## config.mk

```make
export PLATFORM = sky130hd
export DESIGN_NAME = memory_read_arbiter
export DESIGN_NICKNAME = d
export VERILOG_FILES = /design/src/rtl/memory_read_arbiter.sv
export SDC_FILE = /design/constraint.sdc
export NUM_CORES = 1
export LEC_CHECK = 0
export ABC_CLOCK_PERIOD_IN_PS = 16400
export BUFFER_PORTS_ARGS = -buffer_cell sky130_fd_sc_hd__buf_2
export CELL_PAD_IN_SITES_DETAIL_PLACEMENT = 0
export CELL_PAD_IN_SITES_GLOBAL_PLACEMENT = 2
export CORE_MARGIN = 4
export CORE_UTILIZATION = 29
export CTS_CLUSTER_SIZE = 8
export DETAILED_ROUTE_END_ITERATION = 8
export GPL_TIMING_DRIVEN = 1
export PLACE_DENSITY = 0.82
export SLEW_MARGIN = 20
export SYNTH_ARGS = -nofsm -noshare
export SYNTH_HDL_FRONTEND = slang
export SYNTH_SLANG_ARGS = --single-unit
```

## constraint.sdc

```tcl
create_clock -name clk -period 16.4 [get_ports clk]
set_clock_uncertainty 0.15 [all_clocks]
set_input_delay 2.46 -clock clk [delete_from_list [all_inputs] [get_ports clk]]
set_output_delay 2.46 -clock clk [all_outputs]
set_load 0.02 [all_outputs]
```

## src/rtl/memory_read_arbiter.sv

```systemverilog
// memory_read_arbiter
//   Arbitrates burst read requests from two requesters (0 = dcache,
//   1 = icache) onto a single AXI4 read channel. It has one AR slot.
//   Each requester may have up to MAX_OUTSTANDING bursts in flight.
//   R beats are registered and routed back by rid. A beat whose rid has
//   no outstanding burst is dropped.
//
//   Ports
//     clk, rst                      clock, async active-high reset
//     req0Valid/req0Addr/req0Ready  requester 0 request and grant (grant is combinational)
//     req1Valid/req1Addr/req1Ready  requester 1 request and grant
//     resp0Valid/resp1Valid         registered read beat strobe per requester
//     respData/respLast             shared registered beat data / last flag
//     arvalid/arready/araddr/arid/arlen   AXI4 AR channel
//     rvalid/rid/rdata/rlast/rready       AXI4 R channel
//
//   Configuration
//     RSD_MEM_READ_ARB_ROUND_ROBIN_EN  defined: round-robin priority.
//                                      undefined: requester 0 always wins.
//
//   state   | meaning
//   IDLE    | AR slot empty, arvalid low
//   PENDING | AR slot holds a request, arvalid high until arready

module memory_read_arbiter #(
  parameter int ADDR_WIDTH      = 32,
  parameter int DATA_WIDTH      = 64,
  parameter int BURST_LEN       = 8,
  parameter int MAX_OUTSTANDING = 4
) (
  input  logic                  clk,
  input  logic                  rst,
  input  logic                  req0Valid,
  input  logic [ADDR_WIDTH-1:0] req0Addr,
  output logic                  req0Ready,
  input  logic                  req1Valid,
  input  logic [ADDR_WIDTH-1:0] req1Addr,
  output logic                  req1Ready,
  output logic                  resp0Valid,
  output logic                  resp1Valid,
  output logic [DATA_WIDTH-1:0] respData,
  output logic                  respLast,
  output logic                  arvalid,
  input  logic                  arready,
  output logic [ADDR_WIDTH-1:0] araddr,
  output logic                  arid,
  output logic [7:0]            arlen,
  input  logic                  rvalid,
  input  logic                  rid,
  input  logic [DATA_WIDTH-1:0] rdata,
  input  logic                  rlast,
  output logic                  rready
);

  localparam int CW = $clog2(MAX_OUTSTANDING + 1);
  localparam logic [CW-1:0] MAX_CNT   = CW'(MAX_OUTSTANDING);
  localparam logic [CW-1:0] LAST_FREE = CW'(MAX_OUTSTANDING - 1);

  typedef enum logic {IDLE, PENDING} state_t;

  state_t state, nextState;

  logic [CW-1:0] outstanding0, outstanding1;
  logic arHandshake, slotFree, rAccept;
  logic inc0, inc1, dec0, dec1;
  logic elig0, elig1, grant0, grant1;
  logic prefer1;

  assign arvalid     = (state == PENDING);
  assign arlen       = 8'(BURST_LEN - 1);
  assign rready      = ~rst;
  assign arHandshake = arvalid && arready;
  assign slotFree    = (state == IDLE) || arHandshake;

  // Beats for a requester with nothing in flight are stray and ignored.
  assign rAccept = rvalid && rready && (rid ? (outstanding1 != '0) : (outstanding0 != '0));

  assign inc0 = arHandshake && !arid;
  assign inc1 = arHandshake && arid;
  assign dec0 = rAccept && rlast && !rid;
  assign dec1 = rAccept && rlast && rid;

  // An AR handshake this cycle that fills the last free slot already blocks
  // a new grant, so the slot can never push a counter past the limit.
  assign elig0 = req0Valid && (outstanding0 < MAX_CNT) &&
                 !(inc0 && !dec0 && (outstanding0 == LAST_FREE));
  assign elig1 = req1Valid && (outstanding1 < MAX_CNT) &&
                 !(inc1 && !dec1 && (outstanding1 == LAST_FREE));

`ifdef RSD_MEM_READ_ARB_ROUND_ROBIN_EN
  // prioPtr names the requester that wins a tie; it flips to the other one
  // after every grant.
  logic prioPtr;
  assign prefer1 = prioPtr;

  always_ff @(posedge clk or posedge rst) begin
    if (rst) begin
      prioPtr <= 1'b0;
    end else if (grant0 || grant1) begin
      prioPtr <= grant0;
    end
  end
`else
  assign prefer1 = 1'b0;
`endif

  always_ff @(posedge clk or posedge rst) begin
    if (rst) begin
      state <= IDLE;
    end else begin
      state <= nextState;
    end
  end

  always_comb begin
    nextState = state;
    grant0    = 1'b0;
    grant1    = 1'b0;
    if (slotFree) begin
      if (elig0 && elig1) begin
        grant0 = !prefer1;
        grant1 = prefer1;
      end else begin
        grant0 = elig0;
        grant1 = elig1;
      end
    end
    if (state == IDLE) begin
      if (grant0 || grant1) nextState = PENDING;
    end else begin
      if (arready && !(grant0 || grant1)) nextState = IDLE;
    end
  end

  assign req0Ready = grant0;
  assign req1Ready = grant1;

  always_ff @(posedge clk or posedge rst) begin
    if (rst) begin
      araddr <= '0;
      arid   <= 1'b0;
    end else if (grant0) begin
      araddr <= req0Addr;
      arid   <= 1'b0;
    end else if (grant1) begin
      araddr <= req1Addr;
      arid   <= 1'b1;
    end
  end

  always_ff @(posedge clk or posedge rst) begin
    if (rst) begin
      outstanding0 <= '0;
      outstanding1 <= '0;
    end else begin
      if (inc0 && !dec0) outstanding0 <= outstanding0 + 1'b1;
      else if (dec0 && !inc0) outstanding0 <= outstanding0 - 1'b1;
      if (inc1 && !dec1) outstanding1 <= outstanding1 + 1'b1;
      else if (dec1 && !inc1) outstanding1 <= outstanding1 - 1'b1;
    end
  end

  always_ff @(posedge clk or posedge rst) begin
    if (rst) begin
      resp0Valid <= 1'b0;
      resp1Valid <= 1'b0;
      respLast   <= 1'b0;
      respData   <= '0;
    end else begin
      resp0Valid <= rAccept && !rid;
      resp1Valid <= rAccept && rid;
      respLast   <= rAccept && rlast;
      if (rAccept) respData <= rdata;
    end
  end

endmodule

```

# Yosys cells after proc, flatten, opt, wreduce, memory -nomap -nowiden
# Cells that the tools add are included.
# W data, S select, Z words.
# totals
register_bits	107
latch_bits	0
ram_bits	0
rom_bits	0
inputBits	136
word_cells	73
memories	0
# classes
n_addsub	4
mul	0
div_mod_pow	0
order_cmp	2
n_eq_ne	2
shifts	0
mux	16
bitwise	2
reduce_logical	38
# ops
op	count
$mux W32	2
$logic_and A1 B1 Y1	22
$mux W3	4
$mux W1	10
$logic_not A1 Y1	9
$add A3 B1 Y3 const B	2
$eq A3 B2 Y1 const B	2
$lt A3 B3 Y1 const B	2
$reduce_bool A2 Y1	3
$reduce_bool A3 Y1	2
$sub A3 B1 Y3 const B	2
$logic_or A1 B1 Y1	2
$not A1 Y1	2

# Longest topological paths before layout
# Gate-level depths: netlist of the first run.
# logic_depth
word_depth	18
depth_mapped	12
ltp_nobuf	10

# Least setup slack after synthesis of the first run
# Ideal clock, no wire load.
# synth_path
path_kind	input-to-output
startpoint	input rst
endpoint	output req0Ready
t_arrival_ns	6.738
slack_ns	7.052
path_stages	10
n_path_buf	2
cell_sequence	inv_1 nand3_1 nor2_1 nand2_1 ha_1 and3_1 or3_1 buf_2 buf_1 nor2_1
# synth_between
elab_chain_cells	13
elab_cells_between_ends	19
cone_classes	2 x mux; 1 x bitwise; 16 x reduce/logical
# synth_rtl
item	line_no	source
start: declaration	32	input logic rst,
$not A1 Y1 (*)	71	assign rready = ~rst;
$logic_and A1 B1 Y1 (*) (2 in a row)	76	assign rAccept = rvalid && rready && (rid ? (outstanding1 != '0) : (outstanding0 != '0));
$logic_and A1 B1 Y1 (*)	80, 81	
$logic_and A1 B1 Y1 (on tied branches)	80, 81	
$logic_not A1 Y1 (on tied branches)	86, 88	
$logic_and A1 B1 Y1 (on tied branches) (2 in a row)	86, 88	
$logic_not A1 Y1 (on tied branches)	86, 88	
$logic_and A1 B1 Y1 (on tied branches)	85, 87	
$logic_and A1 B1 Y1	120	if (elig0 && elig1) begin
$mux W1 (*)	120	
$mux W1 (*)	119	if (slotFree) begin
end: declaration	35	output logic req0Ready,
# Every way passes the cells marked *; elsewhere a longest branch is shown, timed or not.

# Worst setup path after layout of the first run
# Same ends and word-level chain as after synthesis.

==> results.cfg, run 1 <==
[drt]
drt_iter0_drc = 67
vias_per_cell = 4.64
drtPass1Iterations = 4
via_count = 3416
ant_nets = 0
post-route-drc-count = 0
avgRoutedWirePerCell_um = 16.3
wl_um = 12000

[timing]
tns_ps = 0
post-route-period-util_pct = 45.8
tightest_slew_ps = 970
setup_viol = 0
rsz0062_at_grt = false
hold_ws_ps = 356
drv_slew = 0
timing.slew.headroom_pct = 35.4
max_freq_ghz = 0.133
period_needed_ps = 7520
fin_ws_ps = 8880
finalHoldViolations = 0

[synthesis]
yosysWarnings = 0
synth_fa_ha_area_share_pct = 1.45
synth_mux_area_share_pct = 18.9
yosys.area_share.simple_pct = 2.93
synth_xor_area_share_pct = 1.17
synthArstFlopShare_pct = 100
synth_enable_flop_cells = 0
ys_seq_area_share_pct = 59.8
syn_area_per_cell_um2 = 14.4
synth_top_family_by_area = multiplexers
synth_cell_type_count = 30
synth_area_um2 = 4480
synth_seq_cells = 107
synthCells = 311
synth-compound-area-share_pct = 11.3
synthFlopType = dfrtp_1

[grt]
track_usage_pct = 13.9
overflow = 0
first_global_vias = 3755
grt_max_degree = 67
grt_antenna_before_repair = 0
grt_pass1_wl_um = 19600

[placement]
numPortBuffers = 239
placed_cell_area_um2 = 5830
place.gp.congestion = 0.748
dp_slack_ps = 8810
dp_hpwl_um = 9030

[power_and_ir_drop]
netSwitchingPower_mw = 0.450
power_density_nw_per_um2 = 191
leakage_nw = 2.99
irDropWorstVdd_uv = 79.0
p_int_mw = 0.722
p_clk_share_pct = 18.7
switching_share_pct = 38.4
p_seq_share_pct = 37.6
p_comb_share_pct = 43.8

[critical_path]
crit_arrival_ps = 4910
critPathTopFamily = simple AND/OR/NAND/NOR gates
critPathLaunchType = input port
crit_fanout = 48
slowest_stage = inv_4
crit_required_ps = 13790
critPathMaxStageDelay_ps = 410
r2r_cells = 11
r2r_start = outstanding0[0]
cp.depth = 11
startpoint = rst
worst-path-buf-inv = 4
crit_path_cell_trace = buf_2 -> inv_4 -> nand3_1 -> nor2_1 -> nand2_1 -> ha_1 -> and3_1 -> or3_1 -> buf_4 -> nor2_1 -> buf_2
cp-end-kind = output port
r2r_slack_ps = 13300
worstSetupPathType = input port to output port

[floorplanning]
die_h_um = 132
start_util_pct = 29.6
ioPinCount = 248
fp.dieW_um = 132
core_area_um2 = 15100
die-area_um2 = 17500
num_rows = 45

[final_layout]
multi_input_area_um2 = 1650
drive_gt1_share_pct = 60.3
fin_util_pct = 40.5
nets = 684
area_delta_synth_final_pct = 36.9
regArea_um2 = 2680
fillers = 1479
diodes = 0
final_cell_area_um2 = 6130

[cts]
ctsResizeCount = 0
numCtsBuffers = 9
cts_max_path_buffers = 2
cts-hold-fix-buffers = 0
cts.sinks = 107
cts_setup_buffers = 0
cts_root_buf = clkbuf_16
clk_pin_slew_ps = 70
htreeDepth = 3
clock_latency_ps = 350
cts_tree = done

[status]
status = finished, final reports clean

[worst_hold_path]
hold_path_class = flip-flop to flip-flop
min-delay-start = respData[26]
hold-path-cell-count = 1

[flow_run]
maxCapViolCount = 0
## layer usage
metal	up-vias	track usage [%]	wire (um)
li1	1589	-	-
met1	1650	16.2	4830
met2	161	22.9	5690
met3	16	5.19	1210
met4	0	6.12	246
met5	-	0	0
## power by group through the flow
stage / registers, mW / clock network (mW) / logic (mW)
floorplan: 0.565 / 0 / 0.219
global placement: 0.441 / 0 / 0.517
detailed placement: 0.443 / 0 / 0.522
CTS: 0.442 / 0.229 / 0.522
global route: 0.458 / 0.238 / 0.550
finish: 0.440 / 0.219 / 0.513
## flip-flops by register name, summed over array words and instances, names as in the netlist
register	flops
araddr	32
arid	1
arvalid	1
outstanding0	3
outstanding1	3
resp0Valid	1
resp1Valid	1
respData	64
respLast	1
## final timing paths
kind                                     end
worst max-delay path               req0Ready
worst min-delay path            respData[26]
worst max register to register     araddr[0]
worst min register to register  respData[26]
max in group asynchronous       respData[61]
min in group asynchronous        respData[5]
## placed cells by master, fill, tap and decap left out, types with 2 or more instances in the layout
cell type	netlist	final
buf_2	8	239
dfrtp_1	107	107
mux2_2	39	39
o22ai_1	32	32
a2bb2oi_1	31	31
mux2_4	27	27
clkbuf_16	0	9
conb_1	2	8
nor2_1	8	7
buf_4	8	6
nand3_1	4	4
nand2_1	4	4
xor2_1	4	4
clkinvlp_4	0	4
inv_1	4	3
xnor2_1	2	2
and3_1	2	2
nor2b_1	2	2
and2_1	2	2
fa_1	2	2
ha_1	2	2
## area by class of cell
class / instances / share of cell area [%]
clock buffers: 10 / 3.90
clock inverters: 6 / 1.06
inverters: 4 / 0.286
multi-input cells: 177 / 27.0
flip-flops and latches: 107 / 43.7
well taps: 188 / 3.84
repair buffers: 245 / 20.2
## metrics by stage
step	power, mW	cells
floorplan	0.784	317
global placement	0.958	721
detailed placement	0.965	721
CTS	1.19	737
global route	1.25	737
finish	1.17	737
## synth_stat cells, types with 2 or more instances
master     instances  area share (%)
dfrtp_1          107              60
mux2_2            39             9.8
o22ai_1           32             4.5
a2bb2oi_1         31             6.1
mux2_4            27             9.1
buf_2              8            0.89
buf_4              8             1.3
nor2_1             8            0.67
clkbuf_1           7            0.59
buf_6              4             1.0
inv_1              4            0.34
nand2_1            4            0.34
nand3_1            4            0.45
xor2_1             4            0.78
and2_1             2            0.28
and3_1             2            0.28
buf_1              2            0.17
conb_1             2            0.17
fa_1               2            0.89
ha_1               2            0.56
nor2b_1            2            0.28
xnor2_1            2            0.39
## kinds of logic (layout without fill, tap and decap cells)
kind of cell,after synthesis,after routing
muxes,66,66
buffers and inverters,33,265
AOI/OAI and AO/OA,67,67
xor gates and xnor gates,6,6
DFF,107,107
adders and majority gates,4,4
and+or+nand+nor,26,26
other,2,8
Note: power is estimated with default switching activity, not from simulation.
==> run 2, diff against run 1 <==
- ABC_CLOCK_PERIOD_IN_PS: 16400 -> 6900
- CORE_UTILIZATION: 29 -> 25
- PLACE_DENSITY: 0.82 -> 0.75
- clock period: 16.4 -> 6.9 ns (I/O delays scaled with it)
==> run 2 against run 1 <==
Effect of this change: clock power rose by 120%; critical endpoint unchanged; total power increased by 130%; highest routed layer unchanged; worst setup slack lost 6700 ps; global-route usage is 1.6 points lower; routed wire length increased by 2.4%.
==> results.cfg, run 2 (synthesis gave the netlist of run 1 again) <==
[timing]
tightest_slew_ps = 892
finalHoldViolations = 0
tns_ps = 0
max_freq_ghz = 0.212
rsz0062_at_grt = false
timing.slew.headroom_pct = 40.5
drv_slew = 0
setup_viol = 0
hold_ws_ps = 353
post-route-period-util_pct = 68.2
period_needed_ps = 4710

[final_layout]
regMostFlops = respData
mostFrequentLayoutCell = buf_2
area_delta_synth_final_pct = 37.2
reg_top3 = respData x64, araddr x32
mostFrequentLayoutCells = buf_2 (239), dfrtp_1 (107), mux2_2 (39)
nets = 684
drive_gt1_share_pct = 60.0
largest_register_ffs = 64
diodes = 0

[critical_path]
r2r_cells = 11
crit_required_ps = 5710
crit_arrival_ps = 3520
worstSetupPathType = input port to output port
cp-end-kind = output port
r2r_start = outstanding0[0]
r2r_slack_ps = 3790
rr_endpoint = araddr[0]
critPathLaunchType = input port
crit_fanout = 53

[drt]
wl_um = 12300
vias_per_cell = 4.38
wl_met1_um = 4900
drt_iter0_drc = 89
via_count = 3382
drtPass1Iterations = 4
dr.max_layer_used = met4
wl_met2_um = 5790
ant_nets = 0
avgRoutedWirePerCell_um = 15.9
wl_met3_um = 1270
post-route-drc-count = 0

[floorplanning]
ioPinCount = 248
num_rows = 48
die-area_um2 = 20100
start_util_pct = 25.7
fp.dieW_um = 142
core_area_um2 = 17400
die_h_um = 142

[cts]
cts_max_path_buffers = 2
cts.sinks = 107
clk_pin_slew_ps = 60
cts-hold-fix-buffers = 0
ctsResizeCount = 0
cts_tree = done
clock_latency_ps = 340
cts_setup_buffers = 0
cts_root_buf = clkbuf_16
numCtsBuffers = 9
htreeDepth = 3

[power_and_ir_drop]
power_density_nw_per_um2 = 446
finalPower_mw = 2.74
irDropWorstVdd_uv = 174
leakage_nw = 2.99

[status]
status = finished, final reports clean

[placement]
dp_hpwl_um = 9220
place.gp.congestion = 0.831
numPortBuffers = 239

[worst_hold_path]
holdPathEnd = araddr[0]
hold-path-cell-count = 1
hold_path_class = flip-flop to flip-flop
min-delay-start = araddr[0]

[grt]
grt_max_degree = 59
overflow = 0
first_global_vias = 3746
track_usage_pct = 12.2
grt_antenna_before_repair = 0
grt_pass1_wl_um = 19500

[flow_run]
maxCapViolCount = 0
run 2: changes by cell type in the layout (fill, tap and decap cells not counted), sizes merged:
cell / previous run / this run
bufinv: 1 / 0
clkbuf: 10 / 11
clkinv: 1 / 4
clkinvlp: 4 / 0
run 2: how the worst max path moves through the flow:
stage | from | endpoint | cells past startpoint
final | rst | req0Ready | 11
after global routing | rst | req0Ready | 11
after CTS | rst | req0Ready | 11
after floorplan | rst | req0Ready | 10
after detailed placement | rst | req0Ready | 11
after global placement | rst | req0Ready | 11
run 2: final cells by class:
type	count	area, um^2
clock buffers	11	243
flip-flops and latches	107	2680
repair buffers	245	1240
inverters	4	17.5
well taps	225	282
multi-input cells	177	1650
fillers	1732	11300
clock inverters	4	27.5
run 2: power breakdown:
group	internal, mW	total (mW)	switching, mW
Sequential	0.890	1.05	0.158
Combinational	0.535	1.22	0.681
Clock	0.253	0.474	0.221
Total	1.68	2.74	1.06
run 2: worst max-delay path, cell delays in order:
cell and delay, ps:
buf_2 110, inv_4 490, nand3_1 260, nor2_1 180, nand2_1 70, ha_1 210
and3_1 230, or3_1 310, buf_4 250, nor2_1 160, buf_2 190
run 2: metrics by stage:
stage                     utilization, %  area [um^2]  std cells  setup slack, ps
final                               35.3         6140        773             2190
after global routing                35.3         6140        773             1880
after CTS                           35.3         6140        773             2080
after detailed placement            33.7         5870        758             2080
after global placement              33.7         5870        758             2150
after floorplan                        -         4500        317              402
run 2: layer usage:
metal,vias to the layer above,global-route usage [%]
met2,173,20.1
li1,1585,-
met1,1609,14.2
met5,-,0
met3,15,4.28
met4,0,5.71
